$ cat config.mk
export PLATFORM = sky130hd
export DESIGN_NAME = stage_mem
export DESIGN_NICKNAME = d
export VERILOG_FILES = /design/src/rtl/mem_stage_pkg.sv /design/src/rtl/mem_lane_align.sv /design/src/rtl/stage_mem.sv
export SDC_FILE = /design/constraint.sdc
export NUM_CORES = 1
export LEC_CHECK = 0
export BUFFER_PORTS_ARGS = -buffer_cell sky130_fd_sc_hd__buf_2
export CAP_MARGIN = 20
export CORE_MARGIN = 10
export CORE_UTILIZATION = 40
export CTS_CLUSTER_DIAMETER = 200
export DETAILED_ROUTE_END_ITERATION = 16
export GPL_TIMING_DRIVEN = 0
export PLACE_DENSITY = 0.72
export SKIP_LAST_GASP = 1
export SYNTH_ARGS = -nofsm -noshare
export SYNTH_HDL_FRONTEND = slang
export SYNTH_SLANG_ARGS = --single-unit
$ cat constraint.sdc
create_clock -name clk_i -period 8.75 [get_ports clk_i]
set_clock_uncertainty 0.05 [all_clocks]
set_input_delay 0.4375 -clock clk_i [delete_from_list [all_inputs] [get_ports clk_i]]
set_output_delay 0.4375 -clock clk_i [all_outputs]
set_load 0.02 [all_outputs]
$ cat src/rtl/mem_stage_pkg.sv
// Shared types and constants for the memory-access stage.
// Size encodings, FSM states, byte-enable patterns, latched request bundle.
package mem_stage_pkg;

  localparam logic [1:0] MEM_WORD = 2'b00;
  localparam logic [1:0] MEM_HALF = 2'b01;
  localparam logic [1:0] MEM_BYTE = 2'b10;

  localparam logic [3:0] BE_WORD    = 4'b1111;
  localparam logic [3:0] BE_HALF_LO = 4'b0011;
  localparam logic [3:0] BE_HALF_HI = 4'b1100;
  localparam logic [3:0] BE_BYTE0   = 4'b0001;

  typedef enum logic {
    ST_IDLE = 1'b0,
    ST_BUSY = 1'b1
  } mem_state_e;

  // Access captured when the stage leaves IDLE.
  typedef struct packed {
    logic [31:0] addr;
    logic [31:0] rt;
    logic [1:0]  size;
    logic        sign;
    logic        we;
    logic [4:0]  rd;
    logic        sel;
    logic        wena;
  } mem_req_t;

  // Half needs addr[0]=0; word (and the 11 alias) needs addr[1:0]=0.
  function automatic logic is_misaligned(
    input logic [1:0] size,
    input logic [1:0] a
  );
    logic mis;
    mis = 1'b0;
    unique case (size)
      MEM_HALF: mis = a[0];
      MEM_BYTE: mis = 1'b0;
      default:  mis = (a != 2'b00);
    endcase
    return mis;
  endfunction

endpackage

$ cat src/rtl/mem_lane_align.sv
// Byte-lane steering for stores and extraction/extension for loads.
// In: size, a (addr[1:0]), sign, rt, rdata. Out: be, wdata, ldata,
// and misalign when MEM_ALIGN_CHECK_EN is defined.
module mem_lane_align
  import mem_stage_pkg::*;
(
  input  logic [1:0]  size,
  input  logic [1:0]  a,
  input  logic        sign,
  input  logic [31:0] rt,
  input  logic [31:0] rdata,
  output logic [3:0]  be,
  output logic [31:0] wdata,
  output logic [31:0] ldata
`ifdef MEM_ALIGN_CHECK_EN
  ,
  output logic        misalign
`endif
);

  logic [15:0] low16;

  // Addressed bytes moved down to lane 0; an a=3 half sees zeros above.
  assign low16 = 16'(rdata >> {a, 3'b000});

  always_comb begin
    be    = BE_WORD;
    wdata = rt;
    unique case (size)
      MEM_HALF: begin
        be    = a[1] ? BE_HALF_HI : BE_HALF_LO;
        wdata = {2{rt[15:0]}};
      end
      MEM_BYTE: begin
        be    = BE_BYTE0 << a;
        wdata = {4{rt[7:0]}};
      end
      default: ;
    endcase
  end

  always_comb begin
    ldata = rdata;
    unique case (size)
      MEM_HALF: begin
        ldata = {{16{sign & low16[15]}}, low16};
      end
      MEM_BYTE: begin
        ldata = {{24{sign & low16[7]}}, low16[7:0]};
      end
      default: ;
    endcase
  end

`ifdef MEM_ALIGN_CHECK_EN
  assign misalign = is_misaligned(size, a);
`endif

endmodule

$ cat src/rtl/stage_mem.sv
// Memory-access pipeline stage: one req/ack data transaction per load/store,
// upstream stall while outstanding, registered write-back payload.
// Ports: execute-side inputs (in_valid_i, dmem_*, alu_result_i, rt_data_i,
// rd_*), bus (mem_req_o/we/addr/be/wdata, mem_ack_i, mem_rdata_i),
// WB outputs (wb_valid_o, rd_waddr_o, rd_wena_o, rd_wdata_o), bus_err_o,
// stall_o. Optional MEM_ALIGN_CHECK_EN adds misalign trapping (misalign_o).
module stage_mem
  import mem_stage_pkg::*;
#(
  parameter int unsigned TIMEOUT_CYC = 16
) (
  input  logic        clk_i,
  input  logic        rst_i,
  input  logic        in_valid_i,
  input  logic        dmem_ena_i,
  input  logic        dmem_wena_i,
  input  logic [1:0]  dmem_type_i,
  input  logic        dmem_sign_i,
  input  logic [31:0] alu_result_i,
  input  logic [31:0] rt_data_i,
  input  logic [4:0]  rd_waddr_i,
  input  logic        rd_sel_i,
  input  logic        rd_wena_i,
  output logic        stall_o,
  output logic        mem_req_o,
  output logic        mem_we_o,
  output logic [31:0] mem_addr_o,
  output logic [3:0]  mem_be_o,
  output logic [31:0] mem_wdata_o,
  input  logic        mem_ack_i,
  input  logic [31:0] mem_rdata_i,
  output logic        wb_valid_o,
  output logic [4:0]  rd_waddr_o,
  output logic        rd_wena_o,
  output logic [31:0] rd_wdata_o,
`ifdef MEM_ALIGN_CHECK_EN
  output logic        misalign_o,
`endif
  output logic        bus_err_o
);

  localparam int unsigned CW =
    (TIMEOUT_CYC < 2) ? 1 : $clog2(TIMEOUT_CYC);
  localparam logic [CW-1:0] CNT_LAST =
    CW'((TIMEOUT_CYC == 0) ? 0 : TIMEOUT_CYC - 1);

  mem_state_e  state;
  mem_state_e  state_n;
  mem_req_t    req_q;
  logic [CW-1:0] cnt;

  logic        busy;
  logic        tmo_en;
  logic        expire;
  logic        mis_now;
  logic        accept;
  logic [1:0]  lane_size;
  logic [1:0]  lane_a;
  logic [3:0]  lane_be;
  logic [31:0] lane_wdata;
  logic [31:0] lane_ldata;

  assign busy   = (state == ST_BUSY);
  assign tmo_en = (TIMEOUT_CYC != 0);
  assign expire = busy & tmo_en & (cnt == CNT_LAST);

  // IDLE looks at the incoming access (misalign check); BUSY at the latch.
  assign lane_size = busy ? req_q.size : dmem_type_i;
  assign lane_a    = busy ? req_q.addr[1:0] : alu_result_i[1:0];

  mem_lane_align u_align (
    .size     (lane_size),
    .a        (lane_a),
    .sign     (req_q.sign),
    .rt       (req_q.rt),
    .rdata    (mem_rdata_i),
    .be       (lane_be),
    .wdata    (lane_wdata),
`ifdef MEM_ALIGN_CHECK_EN
    .misalign (mis_now),
`endif
    .ldata    (lane_ldata)
  );

`ifndef MEM_ALIGN_CHECK_EN
  assign mis_now = 1'b0;
`endif

  assign accept = in_valid_i & dmem_ena_i & ~mis_now;

  always_ff @(posedge clk_i or posedge rst_i) begin
    if (rst_i) begin
      state <= ST_IDLE;
    end else begin
      state <= state_n;
    end
  end

  always_comb begin
    state_n = state;
    unique case (state)
      ST_IDLE: if (accept) state_n = ST_BUSY;
      ST_BUSY: if (mem_ack_i | expire) state_n = ST_IDLE;
      default: state_n = ST_IDLE;
    endcase
  end

  // A timeout releases the stall in its last BUSY cycle, like an ack.
  always_comb begin
    stall_o     = 1'b0;
    mem_req_o   = 1'b0;
    mem_we_o    = 1'b0;
    mem_addr_o  = '0;
    mem_be_o    = '0;
    mem_wdata_o = '0;
    unique case (state)
      ST_IDLE: stall_o = accept & ~rst_i;
      ST_BUSY: begin
        stall_o     = ~(mem_ack_i | expire);
        mem_req_o   = 1'b1;
        mem_we_o    = req_q.we;
        mem_addr_o  = {req_q.addr[31:2], 2'b00};
        mem_be_o    = lane_be;
        mem_wdata_o = lane_wdata;
      end
      default: ;
    endcase
  end

  always_ff @(posedge clk_i or posedge rst_i) begin
    if (rst_i) begin
      req_q <= '0;
      cnt   <= '0;
    end else begin
      if (!busy && accept) begin
        req_q.addr <= alu_result_i;
        req_q.rt   <= rt_data_i;
        req_q.size <= dmem_type_i;
        req_q.sign <= dmem_sign_i;
        req_q.we   <= dmem_wena_i;
        req_q.rd   <= rd_waddr_i;
        req_q.sel  <= rd_sel_i;
        req_q.wena <= rd_wena_i;
      end
      if (busy && !mem_ack_i && !expire) begin
        cnt <= cnt + 1'b1;
      end else begin
        cnt <= '0;
      end
    end
  end

  always_ff @(posedge clk_i or posedge rst_i) begin
    if (rst_i) begin
      wb_valid_o <= 1'b0;
      rd_waddr_o <= '0;
      rd_wena_o  <= 1'b0;
      rd_wdata_o <= '0;
      bus_err_o  <= 1'b0;
`ifdef MEM_ALIGN_CHECK_EN
      misalign_o <= 1'b0;
`endif
    end else begin
      wb_valid_o <= 1'b0;
      bus_err_o  <= 1'b0;
`ifdef MEM_ALIGN_CHECK_EN
      misalign_o <= 1'b0;
`endif
      if (busy) begin
        if (mem_ack_i) begin
          wb_valid_o <= 1'b1;
          rd_waddr_o <= req_q.rd;
          rd_wena_o  <= req_q.wena;
          rd_wdata_o <= req_q.sel ? lane_ldata : req_q.addr;
        end else if (expire) begin
          wb_valid_o <= 1'b1;
          rd_waddr_o <= req_q.rd;
          rd_wena_o  <= 1'b0;
          rd_wdata_o <= req_q.addr;
          bus_err_o  <= 1'b1;
        end
      end else if (in_valid_i && (!dmem_ena_i || mis_now)) begin
        wb_valid_o <= 1'b1;
        rd_waddr_o <= rd_waddr_i;
        rd_wena_o  <= rd_wena_i & ~mis_now;
        rd_wdata_o <= alu_result_i;
`ifdef MEM_ALIGN_CHECK_EN
        misalign_o <= mis_now;
`endif
      end
    end
  end

endmodule
==> results of run 1 <==
==> flip-flops by register name, indices dropped and copies added, names as in the netlist <==
register / flops
rd_waddr_o: 5
wb_valid_o: 1
cnt: 4
busy: 1
rd_wdata_o: 32
bus_err_o: 1
rd_wena_o: 1
req_q: 75
==> per-layer routing <==
layer | track usage, % | vias up | share of wire (%)
li1 | - | 2894 | -
met1 | 27.28 | 2993 | 41
met3 | 7.570 | 55 | 10
met5 | 0 | - | 0.028
met2 | 33.73 | 360 | 46
met4 | 9.217 | 2 | 2.7
==> power groups by stage <==
| stage | clock [mW] | combinational, mW | sequential [mW] |
|---|---|---|---|
| final | 0.676 | 0.739 | 0.762 |
| after floorplan | 0 | 0.424 | 0.806 |
| after CTS | 0.685 | 0.738 | 0.760 |
| after detailed placement | 0 | 0.735 | 0.769 |
| after global routing | 0.715 | 0.802 | 0.777 |
| after global placement | 0 | 0.726 | 0.763 |
==> synthesized netlist by cell type (all sizes together) (18+ instances only) <==
cell type and instances:
nand2 29, a21oi 19, buf 21, a211oi 24, o21ai 69, dfrtp 120, mux2 77, mux2i 18
and2 43, a22oi 35, nor2 56, clkbuf 35
==> cells by family after synthesis <==
group | synth area share (%)
buffers and inverters | 4.429
other | 0.05722
flip-flops | 45.82
XOR/XNOR | 0.2673
AND/OR/NAND/NOR | 13.10
AO/OA/AOI/OAI | 19.66
multiplexers | 16.09
adder cells (fa/ha/maj) | 0.5728
==> critical path: cells and delay by family, from the launching register on <==
| kind | cells | cell delay [ns] |
|---|---|---|
| adder cells (fa/ha/maj) | 1 | 0.27 |
| buffers and inverters | 9 | 3.06 |
| flip-flops | 1 | 0.41 |
| AO/OA/AOI/OAI | 1 | 0.16 |
| AND/OR/NAND/NOR | 2 | 0.20 |
| multiplexers | 1 | 0.35 |
==> stage by stage <==
stage	power [mW]	cells	cell area, um^2
finish	2.176	1124	8518
global route	2.293	1122	8513
floorplan	1.230	654	6558
global placement	1.489	1089	7924
detailed placement	1.504	1090	7956
CTS	2.183	1120	8508
==> layout make-up <==
| class | instances | share of cell area (%) |
|---|---|---|
| Antenna cell | 4 | 0.1175 |
| Buffer | 56 | 2.835 |
| Clock buffer | 20 | 5.244 |
| Clock inverter | 10 | 1.234 |
| Inverter | 13 | 0.6316 |
| Multi-Input combinational cell | 465 | 38.32 |
| Sequential cell | 120 | 35.25 |
| Tap cell | 216 | 3.173 |
| Timing Repair Buffer | 220 | 13.19 |
==> path summary, 6_finish.rpt <==
check | to | depth (start not counted)
min in group clk_i | req_q[23] | 2
max | mem_wdata_o[17] | 14
max reg2reg | rd_wdata_o[15] | 14
max in group asynchronous | req_q[10] | 3
min | req_q[68] | 2
min reg2reg | rd_waddr_o[0] | 2
==> results.yml, run 1 <==
outcome:
  run_status: "complete, but fails checks"
  violations: "negative hold slack"
worst_setup_path:
  crit_fanout: 10
  worstPathCellList: "buf_6, buf_2, clkbuf_1, clkbuf_1, mux2i_1, inv_1, ha_1, clkbuf_1, clkbuf_1, clkbuf_1, nor3b_1, a21oi_1, nor2_1, buf_2"
  reg2reg_from: "busy"
  timing.setup.critical_path_class: "flop to primary output"
  timing.critical_path.slowest_cell_delay_ns: 0.70
  worst-r2r-setup-slack_ns: 4.13
  worst_ep_arrival_time_ns: 4.90
  timing.critical_path.required_ns: 8.26
  crit_start: "busy"
  timing.critical_path.from_type: "flop"
  crit_path_end_kind: "primary output"
  path_common_cell: "clkbuf_1"
  cpMaxStageDelayCell: "clkbuf_1"
yosys:
  synth-edff-count: 0
  synth.yosys.warnings: 0
  ys_async_sr_fraction_pct: 100.0
  synth_top_area_share_pct: 45.82
  yosys.area.top_type: "dfrtp_1"
  mean_post_synth_cell_area_um2: 10.04
  ys.flop_type: "dfrtp_1"
  syn_inst: 653
  yosysSeqAreaShare_pct: 45.82
  post_synth_num_cell_types: 49
  post_synth_instance_area_um2: 6554
  synth.top_cells.by_area: "dfrtp_1 (46%), mux2_2 (13%), o21ai_0 (4.5%), and2_1 (4.1%), a22oi_1 (4.0%)"
  yosys_register_bits: 120
cts:
  cts_htree_levels: 4
  cts_tree: "done"
  clock_latency_ns: 0.42
  clock_sinks: 120
  cts_inserted_buffers: 17
  cts.reportedPaths.clkPinSlew_ns: 0.06
  cts_post_setup_buffers_inserted: 0
  clk_path_buf_depth: 2
  post_cts_hold_buffer_count: 0
  ctsResizeCount: 0
  clock-root-buffer: "clkbuf_16"
layout:
  synthToLayoutAreaGrowth_pct: 29.97
  seqCellArea_um2: 3003
  final_layout_size_suffix_gt1_share_pct: 37.83
  multi_input_area_um2: 3264
  layout.cells.most_common: "buf_2"
  final_cell_mix: "buf_2 (226), dfrtp_1 (120), mux2_2 (76), o21ai_0 (59), nor2_1 (56)"
  nFillCells: 1520
  utilization_pct: 53.24
  num-nets-final: 1008
floorplanning:
  core_area_um2: 16000
  die_height_um: 148
  chipWidth_um: 148
  start_util_pct: 40.96
  cell_rows: 46
  fp.dieArea_um2: 21900
  io_pins: 223
sta:
  setup_viol: 0
  postLayoutSetupSlackWorst_ns: 3.360
  worst_hold_margin_ns: -0.001484
  final-hold-violation-count: 1
  layout_worst_path_cycle_share_pct: 61.60
  max_slew_violations: 0
  unrepaired_setup_endpoints_after_global_routing: "no"
  tightestPinTransition_ns: 0.9179
  achievable-frequency_mhz: 185.5
  slew_headroom_pct: 38.81
  post-route-min-period_ns: 5.390
  finalSetupTns_ns: 0
drt:
  drtAntennaViolNets: 0
  avgViaCountPerCell: 5.609
  detailed_route_wire_length_um: 24600
  dr_total_vias: 6304
  route.detailed.drc: 0
  routed_wire_length_per_instance_um: 21.88
  detailedRoute.firstPassIterationCount: 5
  drt_iter0_drc: 550
global_route:
  antenna_found_initial: 5
  grt_pass1_wl_um: 37380
  pin_count_of_the_biggest_net_entering_global_routing: 73
  globalRoute.totalOverflow: 0
  grt_usage_pct: 21.89
  first_global_vias: 6485
power_and_ir_drop:
  internal_power_mw: 1.376
  netSwitchingPower_mw: 0.8000
  cellLeakagePower_nw: 3.930
  vdd_ir_drop_max_mv: 0.1608
  power.share.clock_pct: 31.0
  power_density_nw_per_um2: 255.5
  power.sequential.fraction_pct: 35.0
  combinational_cell_fraction_of_total_power_pct: 33.9
  netSwitchingFraction_pct: 36.76
placement:
  total_of_buffers_placed_on_input_and_output_ports: 219
  hpwlAfterDp_um: 18530
  placement.setup.worst_slack_ns: 3.880
  finalWeightedCongestion: 0.9094
run:
  drv.max_cap_violation_count: 0
hold_path:
  hold_path_class: "input pin to asynchronous set/reset pin"
No activity file was read; power rests on OpenSTA's default activity.
==> run 2, diff against run 1 <==
==> constraint.sdc (replaced) <==
create_clock -name clk_i -period 5.5 [get_ports clk_i]
set_clock_uncertainty 0.05 [all_clocks]
set_input_delay 0.275 -clock clk_i [delete_from_list [all_inputs] [get_ports clk_i]]
set_output_delay 0.275 -clock clk_i [all_outputs]
set_load 0.02 [all_outputs]
==> run 2 against run 1 <==
The run now ends clean; largest cell class unchanged; clock power rose by 58%; hold slack improved by 0.034 ns; sequential share of layout area barely moved; register-to-register slack got worse by 3.0 ns.
==> results.yml, run 2 (synthesis results as in run 1) <==
outcome:
  run_status: "finished, final reports clean"
power_and_ir_drop:
  vdd_ir_drop_max_mv: 0.2538
  power.share.clock_pct: 31.0
  post-layout-total-power_mw: 3.459
  power.sequential.fraction_pct: 35.0
  combinational_cell_fraction_of_total_power_pct: 34.0
  netSwitchingPower_mw: 1.269
  internal_power_mw: 2.190
  cellLeakagePower_nw: 3.938
  power_density_nw_per_um2: 405.6
  netSwitchingFraction_pct: 36.69
worst_setup_path:
  worst_path_dominant_cell_family: "buffers and inverters"
  timing.setup.critical_path_class: "flop to primary output"
  cp.buffers_inverters: 9
  timing.critical_path.from_type: "flop"
  path_common_cell: "clkbuf_1"
  worstPathCellList: "buf_6, buf_2, clkbuf_1, clkbuf_2, mux2i_1, inv_1, ha_1, clkbuf_1, clkbuf_1, clkbuf_1, nor3b_1, a21oi_1, nor2_1, buf_2"
  worst_ep_arrival_time_ns: 4.60
  timing.critical_path.required_ns: 5.18
  crit_fanout: 10
  timing.critical_path.slowest_cell_delay_ns: 0.52
  crit_path_end_kind: "primary output"
  cpMaxStageDelayCell: "clkbuf_1"
layout:
  final_layout_size_suffix_gt1_share_pct: 37.90
  utilization_pct: 53.29
  top_register: "req_q"
  stdcell_area_um2: 8527
  num-nets-final: 1009
  top_regs: "req_q (75), rd_wdata_o (32), rd_waddr_o (5)"
  synthToLayoutAreaGrowth_pct: 30.11
  layout.cells.most_common: "buf_2"
  post_route_non_filler_standard_cell_count: 1124
  final_cell_mix: "buf_2 (226), dfrtp_1 (120), mux2_2 (76), o21ai_0 (59), nor2_1 (56)"
  largest_register_ffs: 75
sta:
  slew_headroom_pct: 39.37
  worst_hold_margin_ns: 0.03241
  layout_worst_path_cycle_share_pct: 89.49
  finalSetupTns_ns: 0
  achievable-frequency_mhz: 203.2
  post-route-min-period_ns: 4.922
  max_slew_violations: 0
  postLayoutSetupSlackWorst_ns: 0.5781
  setup_viol: 0
  tightestPinTransition_ns: 0.9095
  final-hold-violation-count: 0
  unrepaired_setup_endpoints_after_global_routing: "no"
drt:
  detailedRoute.firstPassIterationCount: 5
  routed.top_layer: "met5"
  dr_total_vias: 6295
  route.detailed.drc: 0
  dr_wl_met2_um: 11210
  detailed_route_wire_length_um: 24580
  avgViaCountPerCell: 5.601
  routed_wire_length_per_instance_um: 21.87
  drtAntennaViolNets: 0
  met1_length_um: 9991
  drt_iter0_drc: 559
  met3WireLength_um: 2675
placement:
  placement.setup.worst_slack_ns: 0.7928
  hpwlAfterDp_um: 18530
  placed_cells_incl_taps: 1090
  total_of_buffers_placed_on_input_and_output_ports: 219
  postPlaceCellArea_um2: 7956
  finalWeightedCongestion: 0.9094
floorplanning:
  chipWidth_um: 148
  die_height_um: 148
  cell_rows: 46
  fp.dieArea_um2: 21900
  io_pins: 223
  core_area_um2: 16000
  start_util_pct: 40.96
cts:
  cts_inserted_buffers: 17
  clk_path_buf_depth: 2
  clock-root-buffer: "clkbuf_16"
  clock_sinks: 120
  cts_tree: "done"
  cts.reportedPaths.clkPinSlew_ns: 0.06
  cts_post_setup_buffers_inserted: 0
  clock_latency_ns: 0.41
  cts_htree_levels: 4
global_route:
  grt_pass1_wl_um: 37400
  globalRoute.totalOverflow: 0
  grt_usage_pct: 21.90
  antenna_found_initial: 5
  first_global_vias: 6488
  pin_count_of_the_biggest_net_entering_global_routing: 73
run:
  drv.max_cap_violation_count: 0
hold_path:
  hold_path_class: "input pin to flop"
==> run 2: cell count changes in the layout (fill, tap and decap cells not counted) <==
cell and change:
clkbuf_1 -1, clkbuf_2 +1, diode_2 -1, dlygate4sd3_1 +1
==> run 2: final cells by class <==
class / instances / area [um^2]
fill: 1522 / 7473
multi-input combinational: 465 / 3264
sequential: 120 / 3003
timing repair buffer: 221 / 1134
clock buffer: 20 / 446.7
tap: 216 / 270.3
buffer: 56 / 242.7
clock inverter: 10 / 105.1
inverter: 13 / 53.80
antenna: 3 / 7.507
==> run 2: path summary, 6_finish.rpt <==
check / start / end / slack [ns] / depth (start not counted)
hold reg to reg: rd_waddr_o[0] / rd_waddr_o[0] / 0.42 / 2
max in group asynchronous: rst_i / req_q[10] / 4.26 / 4
setup / recovery: busy / mem_wdata_o[17] / 0.58 / 14
setup reg to reg: busy / rd_wdata_o[15] / 1.15 / 14
hold / removal: rt_data_i[12] / req_q[23] / 0.03 / 2
min in group asynchronous: rst_i / req_q[68] / 0.39 / 3
==> run 2: metal layers <==
metal  vias up  track usage, %
met5         -               0
met4         2           9.217
met3        58           7.570
met2       363           33.73
met1      2979           27.30
li1       2893               -
==> run 2: power by group through the flow <==
stage | combinational, mW | clock [mW] | sequential [mW]
final | 1.17 | 1.07 | 1.21
after global routing | 1.28 | 1.14 | 1.24
after CTS | 1.17 | 1.09 | 1.21
after detailed placement | 1.17 | 0 | 1.22
after global placement | 1.15 | 0 | 1.21
after floorplan | 0.674 | 0 | 1.28
==> run 2: timing repair <==
item / CTS / global route
resized for setup: 0 / 2
hold endpoints to repair: 48 / 0
hold buffers: 1 / 0
endpoints found under the setup margin: 0 / 1
==> run 3, diff against run 2 <==
--- a/config.mk
+++ b/config.mk
@@ -7,7 +7,6 @@
 export LEC_CHECK = 0
 export BUFFER_PORTS_ARGS = -buffer_cell sky130_fd_sc_hd__buf_2
 export CAP_MARGIN = 20
-export CORE_MARGIN = 10
 export CORE_UTILIZATION = 40
 export CTS_CLUSTER_DIAMETER = 200
 export DETAILED_ROUTE_END_ITERATION = 16
==> run 3 against run 2 <==
Via count down 0.22%; fmax down 3.2%; routed wire length down 9.2%; hold slack worse by 0.0084 ns; register-to-register slack worse by 0.27 ns; power up 3.9%; sequential cell count unchanged; worst setup slack worse by 0.16 ns; count of clock-buffer cells in the layout up 4; sequential share of layout area down 0.39 points; critical path depth down 1.
==> results.yml, run 3 (synthesis results as in run 1) <==
layout:
  final_cell_mix: "buf_2 (226), dfrtp_1 (120), mux2_2 (76), o21ai_0 (59), nor2_1 (56)"
  synthToLayoutAreaGrowth_pct: 31.58
  top_register: "req_q"
  layout.cells.most_common: "buf_2"
  num-nets-final: 1009
  top_regs: "req_q (75), rd_wdata_o (32), rd_waddr_o (5)"
  largest_register_ffs: 75
  nFillCells: 1495
  final_layout_size_suffix_gt1_share_pct: 37.97
sta:
  setup_viol: 0
  unrepaired_setup_endpoints_after_global_routing: "no"
  slew_headroom_pct: 37.55
  finalSetupTns_ns: 0
  tightestPinTransition_ns: 0.9368
  post-route-min-period_ns: 5.082
  worst_hold_margin_ns: 0.02398
  final-hold-violation-count: 0
  max_slew_violations: 0
  achievable-frequency_mhz: 196.8
  postLayoutSetupSlackWorst_ns: 0.4178
  layout_worst_path_cycle_share_pct: 92.40
cts:
  cts_tree: "done"
  cts_htree_levels: 4
  cts_inserted_buffers: 17
  clock_latency_ns: 0.43
  clock_sinks: 120
  cts.reportedPaths.clkPinSlew_ns: 0.06
  cts_post_setup_buffers_inserted: 0
  clock-root-buffer: "clkbuf_16"
  clk_path_buf_depth: 2
power_and_ir_drop:
  combinational_cell_fraction_of_total_power_pct: 32.4
  netSwitchingFraction_pct: 34.66
  power_density_nw_per_um2: 416.9
  internal_power_mw: 2.349
  power.share.clock_pct: 33.9
  power.sequential.fraction_pct: 33.7
  netSwitchingPower_mw: 1.246
  vdd_ir_drop_max_mv: 0.2514
  cellLeakagePower_nw: 3.982
worst_setup_path:
  timing.critical_path.required_ns: 5.18
  timing.reg2reg.worst_path_depth: 14
  worst_ep_arrival_time_ns: 4.76
  timing.critical_path.slowest_cell_delay_ns: 0.70
  timing.setup.critical_path_class: "flop to primary output"
  worstPathCellList: "buf_6, buf_2, clkbuf_1, clkbuf_1, mux2i_1, inv_1, ha_1, clkbuf_1, clkbuf_1, clkbuf_1, nor2_1, nor2_1, buf_2"
  timing.critical_path.from_type: "flop"
  path_common_cell: "clkbuf_1"
  worst-r2r-setup-slack_ns: 0.88
  cpMaxStageDelayCell: "clkbuf_1"
  crit_path_end_kind: "primary output"
  crit_fanout: 10
floorplanning:
  chipWidth_um: 130
  io_pins: 223
  die_height_um: 130
  start_util_pct: 41.11
  fp.dieArea_um2: 16900
  core_area_um2: 15940
  cell_rows: 46
drt:
  detailedRoute.firstPassIterationCount: 5
  detailed_route_wire_length_um: 22320
  avgViaCountPerCell: 5.583
  route.detailed.drc: 0
  drt_iter0_drc: 405
  drtAntennaViolNets: 0
  dr_total_vias: 6281
  routed_wire_length_per_instance_um: 19.84
hold_path:
  timing.hold.worst_path_depth: 2
  hold_path_class: "input pin to flop"
outcome:
  run_status: "finished, final reports clean"
run:
  drv.max_cap_violation_count: 0
global_route:
  grt_usage_pct: 27.06
  grt_pass1_wl_um: 33520
  globalRoute.totalOverflow: 0
  first_global_vias: 6043
  pin_count_of_the_biggest_net_entering_global_routing: 85
  antenna_found_initial: 3
placement:
  placement.setup.worst_slack_ns: 0.9269
  total_of_buffers_placed_on_input_and_output_ports: 219
  finalWeightedCongestion: 0.9410
  hpwlAfterDp_um: 16710
==> run 3: cell type report <==
type / instances / area, um^2 / share of cell area (%)
multi-input cells: 465 / 3264 / 37.86
flip-flops and latches: 120 / 3003 / 34.82
repair buffers: 221 / 1134 / 13.15
clock buffers: 24 / 511.7 / 5.934
well taps: 216 / 270.3 / 3.134
plain buffers: 56 / 241.5 / 2.800
clock inverters: 7 / 137.6 / 1.596
inverters: 13 / 53.80 / 0.6239
diodes: 3 / 7.507 / 0.08706
==> run 3: routing by layer <==
layer  share of wire (%)  global-route usage, %  up-vias
li1                    -                      -     2892
met5                   0                      0        -
met3                 9.2                  8.651       54
met1                  41                  34.29     3012
met4                 2.8                  11.29        0
met2                  47                  42.62      323
==> run 3: path summary, 6_finish.rpt <==
check / from / endpoint
setup / recovery: busy / mem_be_o[0]
hold / removal: rt_data_i[14] / req_q[25]
setup reg to reg: busy / rd_wdata_o[15]
hold reg to reg: cnt[0] / cnt[0]
max in group asynchronous: rst_i / req_q[39]
min in group asynchronous: rst_i / rd_wdata_o[25]
==> run 3: per-stage QoR <==
stage / instance area, um^2 / std cells / power, mW / util (%)
after detailed placement: 7956 / 1090 / 2.380 / 49.91
after floorplan: 6558 / 654 / 1.956 / -
after global routing: 8621 / 1124 / 3.772 / 54.07
after CTS: 8616 / 1122 / 3.607 / 54.04
final: 8623 / 1125 / 3.595 / 54.09
after global placement: 7924 / 1089 / 2.352 / 49.70
==> run 3: worst max-delay path: cells and delay by family, from the launching register on <==
kind,cells,cell delay [ns]
buffers and inverters,9,3.11
flip-flops,1,0.38
multiplexers,1,0.32
adder cells (fa/ha/maj),1,0.27
AND/OR/NAND/NOR,2,0.25
==> run 3: timing repair <==
action                                 in CTS  in global routing
hold buffers                                1                  0
endpoints found under the hold margin      36                  0
resized for setup                           0                  0
setup endpoints to repair                   0                  0
==> run 3: power groups by stage <==
stage               Clock, mW  Combinational (mW)  Sequential, mW
detailed placement          0                1.16            1.22
floorplan                   0               0.674            1.28
CTS                      1.24                1.16            1.21
global route             1.28                1.27            1.23
finish                   1.22                1.17            1.21
global placement            0                1.14            1.21
